===== src/rtl/wb_unit.sv =====
// Write-back unit: latches one retiring instruction, resolves its write-back value
// (ALU, immediate, PC+4, CSR or lane-extracted load data) and issues at most one RF write.
module wb_unit #(
    parameter int XLEN        = 32,
    parameter int REG_AW      = 5,
    parameter int MEM_TIMEOUT = 255
) (
    input  logic              clk,
    input  logic              rst_n,
    input  logic              in_valid,
    output logic              in_ready,
    input  logic [6:0]        opcode,
    input  logic [2:0]        funct3,
    input  logic [REG_AW-1:0] rd,
    input  logic [XLEN-1:0]   pc,
    input  logic [XLEN-1:0]   alu_result,
    input  logic [XLEN-1:0]   imm,
    input  logic [XLEN-1:0]   csr_rdata,
    input  logic              mem_rvalid,
    input  logic [XLEN-1:0]   mem_rdata,
    output logic              mem_rready,
    output logic              rf_wen,
    output logic [REG_AW-1:0] rf_waddr,
    output logic [XLEN-1:0]   rf_wdata,
    output logic              wb_done,
    output logic              wb_err
);

    localparam int OFF_W = $clog2(XLEN / 8);
    localparam int CNT_W = 10;

    typedef enum logic [1:0] {
        IDLE,
        WAIT_MEM,
        WRITE,
        ERR
    } state_t;

    typedef enum logic [2:0] {
        SRC_NONE,
        SRC_ALU,
        SRC_IMM,
        SRC_PC4,
        SRC_MEM,
        SRC_CSR,
        SRC_ILL
    } src_t;

    state_t             state, state_nxt;
    src_t               dec_src, src_q;
    logic [XLEN-1:0]    dec_data;
    logic [XLEN-1:0]    data_q;
    logic [REG_AW-1:0]  rd_q;
    logic [2:0]         f3_q;
    logic [OFF_W-1:0]   off_q;
    logic [CNT_W-1:0]   cnt;
    logic               timeout;
    logic [XLEN-1:0]    lane;
    logic [XLEN-1:0]    load_data;
    logic               load_ok;
    logic               accept;

    assign accept  = (state == IDLE) && in_valid;
    assign timeout = (cnt == CNT_W'(MEM_TIMEOUT - 1));

    always_comb begin
        case (opcode)
            7'b0010111, 7'b0010011, 7'b0110011: dec_src = SRC_ALU;
            7'b0110111:                         dec_src = SRC_IMM;
            7'b1101111, 7'b1100111:             dec_src = SRC_PC4;
            7'b0000011:                         dec_src = SRC_MEM;
            7'b1110011:                         dec_src = SRC_CSR;
            7'b0100011, 7'b1100011:             dec_src = SRC_NONE;
            default:                            dec_src = SRC_ILL;
        endcase
    end

    // Non-load values are resolved at acceptance so only one data register is kept.
    always_comb begin
        dec_data = '0;
        case (dec_src)
            SRC_ALU: dec_data = alu_result;
            SRC_IMM: dec_data = imm;
            SRC_PC4: dec_data = pc + XLEN'(4);
            SRC_CSR: dec_data = csr_rdata;
            default: dec_data = '0;
        endcase
    end

    assign lane = mem_rdata >> {off_q, 3'b000};

    always_comb begin
        load_ok   = 1'b1;
        load_data = '0;
        case (f3_q)
            3'b000: load_data = XLEN'($signed(lane[7:0]));
            3'b001: load_data = XLEN'($signed(lane[15:0]));
            3'b010: load_data = XLEN'($signed(lane[31:0]));
            3'b100: load_data = XLEN'(lane[7:0]);
            3'b101: load_data = XLEN'(lane[15:0]);
            3'b011: begin
                load_ok   = (XLEN == 64);
                load_data = lane;
            end
            3'b110: begin
                load_ok   = (XLEN == 64);
                load_data = XLEN'(lane[31:0]);
            end
            default: load_ok = 1'b0;
        endcase
    end

    always_ff @(posedge clk or negedge rst_n) begin
        if (!rst_n) begin
            state <= IDLE;
        end else begin
            state <= state_nxt;
        end
    end

    always_comb begin
        state_nxt  = state;
        in_ready   = 1'b0;
        mem_rready = 1'b0;
        rf_wen     = 1'b0;
        rf_waddr   = '0;
        rf_wdata   = '0;
        wb_done    = 1'b0;
        wb_err     = 1'b0;
        case (state)
            IDLE: begin
                in_ready = 1'b1;
                if (in_valid) begin
                    case (dec_src)
                        SRC_MEM: state_nxt = WAIT_MEM;
                        SRC_ILL: state_nxt = ERR;
                        default: state_nxt = WRITE;
                    endcase
                end
            end
            WAIT_MEM: begin
                mem_rready = 1'b1;
                // Data arriving on the timeout cycle still wins.
                if (mem_rvalid) begin
                    state_nxt = load_ok ? WRITE : ERR;
                end else if (timeout) begin
                    state_nxt = ERR;
                end
            end
            WRITE: begin
                wb_done = 1'b1;
                if ((rd_q != '0) && (src_q != SRC_NONE)) begin
                    rf_wen   = 1'b1;
                    rf_waddr = rd_q;
                    rf_wdata = data_q;
                end
                state_nxt = IDLE;
            end
            ERR: begin
                wb_err    = 1'b1;
                state_nxt = IDLE;
            end
            default: state_nxt = IDLE;
        endcase
    end

    always_ff @(posedge clk or negedge rst_n) begin
        if (!rst_n) begin
            src_q  <= SRC_NONE;
            rd_q   <= '0;
            f3_q   <= '0;
            off_q  <= '0;
            data_q <= '0;
        end else if (accept) begin
            src_q  <= dec_src;
            rd_q   <= rd;
            f3_q   <= funct3;
            off_q  <= alu_result[OFF_W-1:0];
            data_q <= dec_data;
        end else if ((state == WAIT_MEM) && mem_rvalid) begin
            data_q <= load_data;
        end
    end

    always_ff @(posedge clk or negedge rst_n) begin
        if (!rst_n) begin
            cnt <= '0;
        end else if ((state == WAIT_MEM) && !mem_rvalid) begin
            cnt <= cnt + 1'b1;
        end else begin
            cnt <= '0;
        end
    end

endmodule


===== config.mk =====
export PLATFORM = sky130hd
export DESIGN_NAME = wb_unit
export DESIGN_NICKNAME = d
export VERILOG_FILES = /design/src/rtl/wb_unit.sv
export SDC_FILE = /design/constraint.sdc
export NUM_CORES = 1
export LEC_CHECK = 0
export CAP_MARGIN = 10
export CORE_MARGIN = 2
export CORE_UTILIZATION = 35
export CTS_CLUSTER_DIAMETER = 100
export CTS_CLUSTER_SIZE = 16
export DETAILED_ROUTE_END_ITERATION = 12
export GPL_TIMING_DRIVEN = 0
export PLACE_DENSITY = 0.81
export SYNTH_ARGS = -nofsm -noshare
export SYNTH_HDL_FRONTEND = slang
export SYNTH_SLANG_ARGS = --single-unit

===== constraint.sdc =====
create_clock -name clk -period 3.1 [get_ports clk]
set_clock_uncertainty 0.2 [all_clocks]
set_input_delay 0.62 -clock clk [delete_from_list [all_inputs] [get_ports clk]]
set_output_delay 0.62 -clock clk [all_outputs]
set_load 0.01 [all_outputs]

[Word-level counts from Yosys, hierarchy flattened]
Cells that the tools add are included.
Storage, ports and cells
  input bits: 179
  bits in registers: 57
  word-level logic and storage cells: 78
  output and inout bits: 42
Cells by class
  multiplexer cells: 23
  shift-type cells: 1
  reduce and logical (&&, ||, !) cells: 17
  equal/unequal tests: 28
  $add $sub $neg: 2
Operator list (count)
  32-bit one-hot mux with 5 select lines: 1
  32-bit 2-to-1 mux: 4
  32-bit one-hot mux with 4 select lines: 1
  32-bit by 3-bit adder with 32-bit output (second input constant): 1
  32-bit by 5-bit right shift with 32-bit output: 1
  7-bit == test (second input constant): 4
  7-bit by 6-bit == test with 1-bit output (second input constant): 3
  3-bit == test (second input constant): 6
  3-bit one-hot mux with 6 select lines: 1
  7-bit by 5-bit == test with 1-bit output (second input constant): 2
  3-bit by 2-bit == test with 1-bit output (second input constant): 4
  10-bit by 1-bit adder with 10-bit output (second input constant): 1
  10-bit by 8-bit == test with 1-bit output (second input constant): 1
  10-bit 2-to-1 mux: 1
  5-bit 2-to-1 mux: 2
  1-bit 2-to-1 mux: 8
  7-bit by 2-bit == test with 1-bit output (second input constant): 1
  3-bit by 1-bit == test with 1-bit output (second input constant): 2
  2-bit 2-to-1 mux: 3
  2-bit one-hot mux with 3 select lines: 1
  2-bit OR reduction: 3
  3-bit OR reduction: 2
  5-bit nonzero test: 1
  5-bit OR reduction: 1
  other kinds (12): 16

[Longest topological paths before layout]
Gate-level depths: netlist (run 1).
  word-level depth: 7
  depth in mapped cells: 8
  depth with buffers taken out: 6

[Least setup slack after synthesis (run 1)]
No wires, ideal clock.
  kind: input to register
  start: in pc[2]
  end: reg data_q[14]
  path slack: 525 ps
  stages: 7
  buffers on the path: 1
  data required time: 2774 ps
  setup time: 126 ps
  arrival: 2249 ps
  cells stage by stage: ha_1 > nand2_1 > or4_1 > clkbuf_1 > o211a_1 > o31a_1 > a221o_1
Between the ends
  cells in the longest elaborated chain, start to end: 3
Ends and longest elaborated chain
  from (decl): RTL line 15  | input logic [XLEN-1:0] pc,
  32-bit by 3-bit adder with 32-bit output: RTL line 84  | SRC_PC4: dec_data = pc + XLEN'(4);
  32-bit one-hot mux with 4 select lines: RTL line 81  | case (dec_src)
  32-bit 2-to-1 mux: RTL line 174  | end else if (accept) begin
  to (signal assigned): RTL line 179  | data_q <= dec_data;
  to (signal assigned): RTL line 181  | data_q <= load_data;
  to (decl): RTL line 52  | logic [XLEN-1:0] data_q;
No other way between the ends.
A chain may end at the register's enable or synchronous reset.

[Worst setup path in the final report (run 1)]
  start: in opcode[6]
  end: reg data_q[15]
Between the ends
  cells in the longest elaborated chain, start to end: 6
  elaborated cells on any way between the ends: 20
  those cells by class: eq/ne (14); mux (3); reduce/logical (3)
Ends and longest elaborated chain
  from (decl): RTL line 12  | input logic [6:0] opcode,
  7-bit by 5-bit == test with 1-bit output (tied with other cells): RTL line 67  | case (opcode)
  3-bit OR reduction or 2-bit OR reduction (tied branches): RTL line 67
  3-bit one-hot mux with 6 select lines (*): RTL line 67
  3-bit == test (tied with other cells): RTL line 81
  32-bit one-hot mux with 4 select lines (*): RTL line 81
  32-bit 2-to-1 mux (*): RTL line 174
Mark *: on every way between the ends. The rest lies on a longest branch, timed or not.

==> impl_metrics.yaml, run 1 <==
clocking:
  cts_tree: "done"
  numCtsBuffers: 9
  clk_pin_slew_ps: 60
  cts_max_level: 3
  hold_buffers: 0
  cts_buffer_depth: 2
  root_buffer: "clkbuf_16"
  insertion_delay_ps: 330
  clock_sinks: 57
logic_synthesis:
  ys_seq_elements: 57
  yosys_warnings: 0
  ys_seq_area_share_pct: 28.3
  synth_edf_count: 0
  synth_cell_types: 60
  async_flop_share_pct: 100
  syn_inst: 661
  syn_avg_cell_area_sq_um: 7.61
  synth_top_area_cell: "dfrtp_1"
  netlist_area_sq_mm: 0.00503
  netlist_top_cells_area: "dfrtp_1, and2_1, a21oi_1"
  synth.top_cell.area_share_pct: 28.3
  syn_nets: 843
  synth-main-ff-cell: "dfrtp_1"
timing:
  drv_slew: 0
  min_period_over_period_pct: 98.4
  setup_viol: 0
  setup_slack_ps: 48.4
  rsz0062_at_grt: "no"
  fmax_ghz: 0.328
  slew_headroom_pct: 57.5
  fin_crit_ps: 3050
  hold_violations: 0
  worst_pin_slew_ps: 638
  hold_slack_ps: 105
floorplanning:
  fp.coreArea_sq_mm: 0.0140
  die_w_microns: 124
  initial_core_util_pct: 36.0
  ios: 221
  fp-row-count: 43
  fp.dieH_microns: 124
  dieArea_sq_mm: 0.0154
setup_path:
  crit_buf_inv: 4
  cpLargestDelayFamily: "buffers and inverters"
  cp_cell_sequence: "clkdlybuf4s50_1 > clkbuf_1 > and4b_1 > clkbuf_1 > clkbuf_4 > a32oi_1 > a21oi_1 > o31ai_1 > nand3_1"
  cpMostUsedCell: "clkbuf_1"
  crit_fanout: 10
  cp_slowest_cell: "clkdlybuf4s50_1"
  endpoint_kind: "flop"
  startpoint_type: "input pin"
  crit_required_ps: 3080
  path_class: "in -> reg"
  arrival_ps: 3030
  cp_slowest_stage_delay_ps: 490
placed_design:
  dp_hpwl_microns: 17200
  pre_cts_ws_ps: -530
  io_buffer_count: 220
  dp.cells: 1062
  gp_congestion: 1.00
detailed_routing:
  wl_microns: 21400
  avgRoutedWirePerCell_microns: 19.8
  routed_via_density: 5.78
  drt_pass1_iterations: 8
  drtAntennaViolNets: 0
  drt-initial-drc-count: 618
  drc: 0
  num_vias: 6238
grt:
  grt_pass1_vias: 5926
  track_usage_pct: 27.2
  antenna_found_initial: 0
  grt_pass1_wl_microns: 31400
  grt_max_degree: 33
  overflow: 0
run_status:
  status: "completed"
finish:
  antenna_cells: 0
  num-nets-final: 1077
  drive_gt1_share_pct: 5.44
  final_cells: 1080
  area_growth_pct: 55.7
pwr:
  powerDensity_mw_per_mm2: 652
  power.leakage_nw: 3.11
  peakVddDrop_v: 0.000319
flow_run:
  drv_cap: 0
worst_hold_path:
  hp-class: "in -> async"
==> sequential cells by signal (all words and copies together) (netlist names) <==
register,flops
data_q,32
cnt,10
rd_q,5
f3_q,3
src_q,3
off_q,2
state,2
==> through the flow <==
step | total power, W | setup TNS (ps) | utilization [%] | instance area, sq um
after floorplan | 0.00276 | 0 | - | 5030
after global placement | 0.00392 | -49980 | 53.3 | 7460
after detailed placement | 0.00397 | -17020 | 53.4 | 7470
after CTS | 0.00505 | 0 | 55.9 | 7820
after global routing | 0.00539 | 0 | 56.0 | 7840
final | 0.00511 | 0 | 56.0 | 7840
==> cells in the mapped netlist (3+ instances only) <==
cell and n:
ha_1 3, o2bb2ai_1 4, and2_1 48, and4_1 4, mux2i_1 21, nor4_1 8
o31a_1 8, xnor2_1 11, a221oi_1 4, and4b_1 4, o22ai_1 9, o31ai_1 4
nor3b_1 4, buf_2 3, a21o_1 3, dfrtp_1 57, a222oi_1 5, nor2b_1 16
o211ai_1 9, a221o_1 4, a211o_1 3, mux2_2 4, nand2_1 62, clkbuf_1 44
xor2_1 10, o21ai_0 45, nor2_1 53, a31oi_1 8, o21a_1 5, inv_1 8
a211oi_1 10, a21oi_1 56, or4_1 4, a2bb2oi_1 3, nand2b_1 10, nand3_1 29
nand4_1 8, nor3_1 11, buf_1 5, and3_1 5, a22oi_1 25
==> cell type report <==
class                      instances  area, sq um
clock inverter                     5         77.6
fill                            1315         6150
tap                              180          225
timing repair buffer             224         2210
clock buffer                      11          253
multi-input combinational        543         3390
buffer                            52          228
sequential                        57         1430
inverter                           8         30.0
==> power breakdown <==
part           internal (W)  switching (W)
Sequential          0.00103       0.000195
Combinational       0.00124        0.00155
Clock              0.000744       0.000351
Total               0.00301        0.00209
==> layout by cell type (no fill, tap or decap), types with 28 or more instances in the layout <==
| cell type | instances |
|---|---|
| a21oi_1 | 56 |
| nand3_1 | 28 |
| clkbuf_1 | 35 |
| dfrtp_1 | 55 |
| clkdlybuf4s50_1 | 189 |
| and2_1 | 48 |
| o21ai_0 | 45 |
| nor2_1 | 53 |
| dlygate4sd2_1 | 29 |
| nand2_1 | 62 |
==> final timing paths <==
| path | from | end | slack [ps] | cells past startpoint |
|---|---|---|---|---|
| max | opcode[6] | data_q[15] | 50 | 9 |
| min | rst_n | data_q[31] | 100 | 1 |
| max reg2reg | state[1] | data_q[28] | 370 | 7 |
| min reg2reg | src_q[0] | src_q[0] | 290 | 2 |
| max in group asynchronous | rst_n | state[0] | 1980 | 2 |
| min in group clk | src_q[0] | src_q[0] | 290 | 2 |
==> logic make-up (layout without fill, tap and decap cells) <==
logic type	count (synthesis)	after routing	share of synthesized area, %
adders and majority gates	3	3	0.746
AOI/OAI and AO/OA	219	219	28.6
and+or+nand+nor	274	274	28.3
DFF	57	57	28.3
xor gates and xnor gates	21	21	3.65
buffers and inverters	61	300	4.77
muxes	26	26	5.52
==> routing by layer <==
layer  vias up  wire [microns]  track usage [%]  share of wire [%]
met1      2914            8720             34.6                 41
met4         0             415             8.22                1.9
met5         -               0                0                  0
li1       2916               -                -                  -
met3        41            2070             5.91                9.7
met2       367           10200             46.4                 48
==> timing repair <==
item,in CTS,in global routing
setup buffers,2,1
gates resized for setup,45,8
cloned,0,0
setup endpoints to repair,45,20
Note: power is estimated with default switching activity, not from simulation.
==> inputs of run 2 (changes only) <==
--- a/config.mk
+++ b/config.mk
@@ -13,6 +13,7 @@
 export DETAILED_ROUTE_END_ITERATION = 12
 export GPL_TIMING_DRIVEN = 0
 export PLACE_DENSITY = 0.81
+export REMOVE_ABC_BUFFERS = 1
 export SYNTH_ARGS = -nofsm -noshare
 export SYNTH_HDL_FRONTEND = slang
 export SYNTH_SLANG_ARGS = --single-unit
==> impl_metrics.yaml, run 2 (synthesis gave the netlist of run 1 again) <==
run_status:
  status: "completed"
timing:
  setup_slack_ps: 23.4
  fin_tns_setup_ps: 0
  hold_violations: 0
  hold_slack_ps: 148
  rsz0062_at_grt: "yes"
  fmax_ghz: 0.325
  setup_viol: 0
  min_period_over_period_pct: 99.2
  drv_slew: 0
  fin_crit_ps: 3080
  slew_headroom_pct: 35.2
  worst_pin_slew_ps: 969
clocking:
  cts_buffer_depth: 2
  clock_sinks: 57
  cts_max_level: 3
  numCtsBuffers: 9
  insertion_delay_ps: 330
  cts_tree: "done"
  clk_pin_slew_ps: 50
  hold_buffers: 0
  root_buffer: "clkbuf_16"
setup_path:
  r2r-end: "data_q[24]"
  reg2reg_slack_ps: 260
  crit_required_ps: 2280
  path_class: "reg -> out"
  endpoint_kind: "primary output"
  worstReg2RegStart: "off_q[1]"
  crit_fanout: 5
  rr_worst_depth: 5
  startpoint_type: "flop"
  arrival_ps: 2260
finish:
  fillCellCount: 1308
  largest_reg_flops: 32
  drive_gt1_share_pct: 7.83
  area_growth_pct: 57.5
  final_common_cell: "clkdlybuf4s50_1"
  finalInstanceArea_sq_mm: 0.00792
  antenna_cells: 0
  final_cell_mix: "clkdlybuf4s50_1, nand2_1, a21oi_1"
  regMostFlops: "data_q"
  num-nets-final: 1046
  final_cells: 1049
  top_regs: "data_q: 32 flops, cnt: 10 flops, rd_q: 5 flops"
floorplanning:
  dieArea_sq_mm: 0.0154
  fp-row-count: 43
  die_w_microns: 124
  fp.coreArea_sq_mm: 0.0140
  initial_core_util_pct: 36.0
  ios: 221
  fp.dieH_microns: 124
detailed_routing:
  avgRoutedWirePerCell_microns: 21.3
  drc: 0
  routed_via_density: 6.01
  wl_microns: 22400
  drt_pass1_iterations: 6
  num_vias: 6309
  drtAntennaViolNets: 0
  drt-initial-drc-count: 839
grt:
  track_usage_pct: 27.8
  grt_max_degree: 42
  grt_pass1_vias: 5737
  antenna_found_initial: 0
  grt_pass1_wl_microns: 31600
  overflow: 0
pwr:
  p_sw_share_pct: 41.8
  powerDensity_mw_per_mm2: 658
  clock_power_share_pct: 20.5
  pwr-share-seq_pct: 26.4
  peakVddDrop_v: 0.000322
  p_sw_w: 0.00218
  power.leakage_nw: 3.27
  p_comb_share_pct: 53.1
  intPower_w: 0.00304
placed_design:
  dp_hpwl_microns: 15600
  dp.cells: 1012
  pre_cts_ws_ps: -1280
  gp_congestion: 0.872
  io_buffer_count: 220
  place_area_sq_mm: 0.00732
flow_run:
  drv_cap: 0
worst_hold_path:
  hp-class: "in -> async"
==> run 2: power groups by stage <==
stage | clock network, W | logic, W | registers [W]
after floorplan | 0 | 0.00141 | 0.00126
after global placement | 0 | 0.00247 | 0.00134
after detailed placement | 0 | 0.00255 | 0.00135
after CTS | 0.00107 | 0.00268 | 0.00137
after global routing | 0.00111 | 0.00297 | 0.00142
final | 0.00107 | 0.00277 | 0.00138
==> run 2: through the flow <==
step           util, %  total power (W)
4_1_cts           55.5          0.00511
3_3_place_gp      51.8          0.00381
6_report          56.6          0.00522
2_1_floorplan        -          0.00267
3_5_place_dp      52.4          0.00390
5_1_grt           56.6          0.00550
==> run 2: cell type report <==
type                            count  area [sq um]  share of cell area (%)
Clock inverter                      6          82.6                    1.04
Timing Repair Buffer              240          2410                    30.4
Multi-Input combinational cell    548          3510                    44.4
Sequential cell                    57          1430                    18.0
Clock buffer                       10           229                    2.89
Inverter                            8          30.0                   0.379
Tap cell                          180           225                    2.84
==> run 2: critical path, cell delays in order, from the launching register on <==
cell             delay, ps
dfrtp_1                390
or4_4                  630
o21a_4                 270
and2_1                 150
clkdlybuf4s50_1        480
==> run 2: how the worst max path moves through the flow <==
stage                   start  slack, ps      endpoint
finish                rd_q[3]         20  rf_wdata[18]
global route        opcode[4]        -20    data_q[20]
CTS                   rd_q[0]         -3  rf_wdata[20]
detailed placement  opcode[2]      -1280    data_q[31]
global placement    opcode[4]      -1590     data_q[8]
floorplan               pc[2]        400    data_q[14]
==> run 2: what timing repair did <==
action,in CTS,in global routing
hold endpoints to repair,0,0
buffers inserted,4,12
endpoints found under the setup margin,66,31
gates resized for setup,36,21
gates cloned,4,1
pin swaps,3,7
==> run 2: routing by layer <==
metal	vias to the layer above	track usage (%)	share of wire, %
met3	64	4.90	10
met4	0	10.8	3.4
met5	-	0	0
met2	430	43.6	46
met1	2958	38.1	40
li1	2857	-	-
==> inputs of run 3 (changes only) <==
--- a/config.mk
+++ b/config.mk
@@ -6,14 +6,15 @@
 export NUM_CORES = 1
 export LEC_CHECK = 0
 export CAP_MARGIN = 10
-export CORE_MARGIN = 2
+export CORE_MARGIN = 8
 export CORE_UTILIZATION = 35
 export CTS_CLUSTER_DIAMETER = 100
 export CTS_CLUSTER_SIZE = 16
 export DETAILED_ROUTE_END_ITERATION = 12
 export GPL_TIMING_DRIVEN = 0
-export PLACE_DENSITY = 0.81
+export PLACE_DENSITY = 0.69
 export REMOVE_ABC_BUFFERS = 1
 export SYNTH_ARGS = -nofsm -noshare
 export SYNTH_HDL_FRONTEND = slang
 export SYNTH_SLANG_ARGS = --single-unit
+export TNS_END_PERCENT = 1
==> impl_metrics.yaml, run 3 (synthesis gave the netlist of run 1 again) <==
timing:
  worst_pin_slew_ps: 945
  fmax_ghz: 0.330
  setup_viol: 0
  rsz0062_at_grt: "yes"
  hold_violations: 0
  setup_slack_ps: 73.6
  min_period_over_period_pct: 97.6
  drv_slew: 0
  slew_headroom_pct: 36.7
  fin_crit_ps: 3030
clocking:
  cts_tree: "done"
  cts_buffer_depth: 2
  clk_pin_slew_ps: 50
  cts_max_level: 3
  hold_buffers: 0
  numCtsBuffers: 9
  clock_sinks: 57
  insertion_delay_ps: 330
  root_buffer: "clkbuf_16"
floorplanning:
  fp.dieH_microns: 136
  initial_core_util_pct: 35.2
  dieArea_sq_mm: 0.0185
  fp.coreArea_sq_mm: 0.0143
  ios: 221
  fp-row-count: 44
  die_w_microns: 136
finish:
  finalInstanceArea_sq_mm: 0.00777
  num-nets-final: 1030
  regMostFlops: "data_q"
  top_regs: "data_q: 32 flops, cnt: 10 flops, rd_q: 5 flops"
  final_common_cell: "clkdlybuf4s50_1"
  final_cell_mix: "clkdlybuf4s50_1, nand2_1, a21oi_1, dfrtp_1, nor2_1"
  area_growth_pct: 54.4
  largest_reg_flops: 32
  drive_gt1_share_pct: 5.86
  antenna_cells: 0
detailed_routing:
  num_vias: 5805
  routed_via_density: 5.60
  drtAntennaViolNets: 0
  top_layer_used: "met4"
  wl_met2_microns: 10200
  wl_microns: 21900
  drt-initial-drc-count: 562
  avgRoutedWirePerCell_microns: 21.1
  drt_pass1_iterations: 7
  drc: 0
  wl_met1_microns: 9640
  wl_met3_microns: 1690
pwr:
  pwr-share-seq_pct: 26.5
  clock_power_share_pct: 20.2
  p_sw_w: 0.00209
  peakVddDrop_v: 0.000366
  p_sw_share_pct: 41.8
  power.leakage_nw: 3.23
  powerDensity_mw_per_mm2: 642
  p_comb_share_pct: 53.3
  intPower_w: 0.00290
setup_path:
  startpoint_type: "input pin"
  endpoint_kind: "flop"
  crit_fanout: 18
  rr_worst_depth: 6
  arrival_ps: 3010
  path_class: "in -> reg"
  crit_required_ps: 3090
flow_run:
  drv_cap: 0
placed_design:
  dp_hpwl_microns: 16600
  gp_congestion: 0.910
  io_buffer_count: 220
  pre_cts_ws_ps: -1150
  place_area_sq_mm: 0.00731
grt:
  grt_pass1_wl_microns: 33400
  grt_max_degree: 42
  overflow: 0
  antenna_found_initial: 0
  track_usage_pct: 23.1
  grt_pass1_vias: 5856
run_status:
  status: "completed"
worst_hold_path:
  hp-class: "in -> async"
run 3: layout make-up:
| type | count | area (sq um) |
|---|---|---|
| fillers | 1372 | 6540 |
| multi-input cells | 545 | 3470 |
| repair buffers | 227 | 2320 |
| flip-flops and latches | 57 | 1430 |
| well taps | 184 | 230 |
| clock buffers | 10 | 229 |
| clock inverters | 6 | 67.6 |
| inverters | 8 | 30.0 |
run 3: metrics by stage:
step                      instances  hold WS (ps)  utilization, %  setup TNS [ps]  total power, W
after global placement         1012           261            50.7          -87110         0.00381
after CTS                      1036          92.4            53.7           -35.1         0.00493
final                          1037          81.2            54.3               0         0.00499
after detailed placement       1016           271            51.1          -40890         0.00387
after floorplan                 608           124               -               0         0.00267
after global routing           1037           122            54.3           -39.7         0.00527
run 3: power by group through the flow:
| stage | logic [W] | registers (W) | clock network, W |
|---|---|---|---|
| after floorplan | 0.00141 | 0.00126 | 0 |
| after global placement | 0.00247 | 0.00133 | 0 |
| after detailed placement | 0.00253 | 0.00134 | 0 |
| after CTS | 0.00258 | 0.00135 | 0.00100 |
| after global routing | 0.00287 | 0.00137 | 0.00104 |
| final | 0.00266 | 0.00132 | 0.00101 |
run 3: repair_timing:
item / in CTS / in global routing
pin swaps: 1 / 1
gates resized for setup: 32 / 23
cloned: 2 / 0
setup endpoints to repair: 66 / 38
buffers inserted: 2 / 0
run 3: routing by layer:
metal / track usage [%] / vias to the layer above
met5: 0 / -
met4: 5.86 / 0
met3: 5.06 / 31
met2: 36.7 / 258
met1: 31.1 / 2698
li1: - / 2818
run 3: worst paths after layout:
kind                           from  slack (ps)          to
hold reg to reg            src_q[0]         280    src_q[0]
setup / recovery              pc[2]          70  data_q[20]
min in group clk           src_q[0]         280    src_q[0]
hold / removal                rst_n          80  data_q[25]
setup reg to reg           off_q[0]         230  data_q[24]
max in group asynchronous     rst_n        2010    state[1]
run 3: critical path, cell delays in order:
cell             delay [ps]
clkdlybuf4s50_1         560
ha_1                    240
nand2_1                 130
or4_4                   630
o31a_1                  330
o21ai_0                 330
a41oi_1                 170
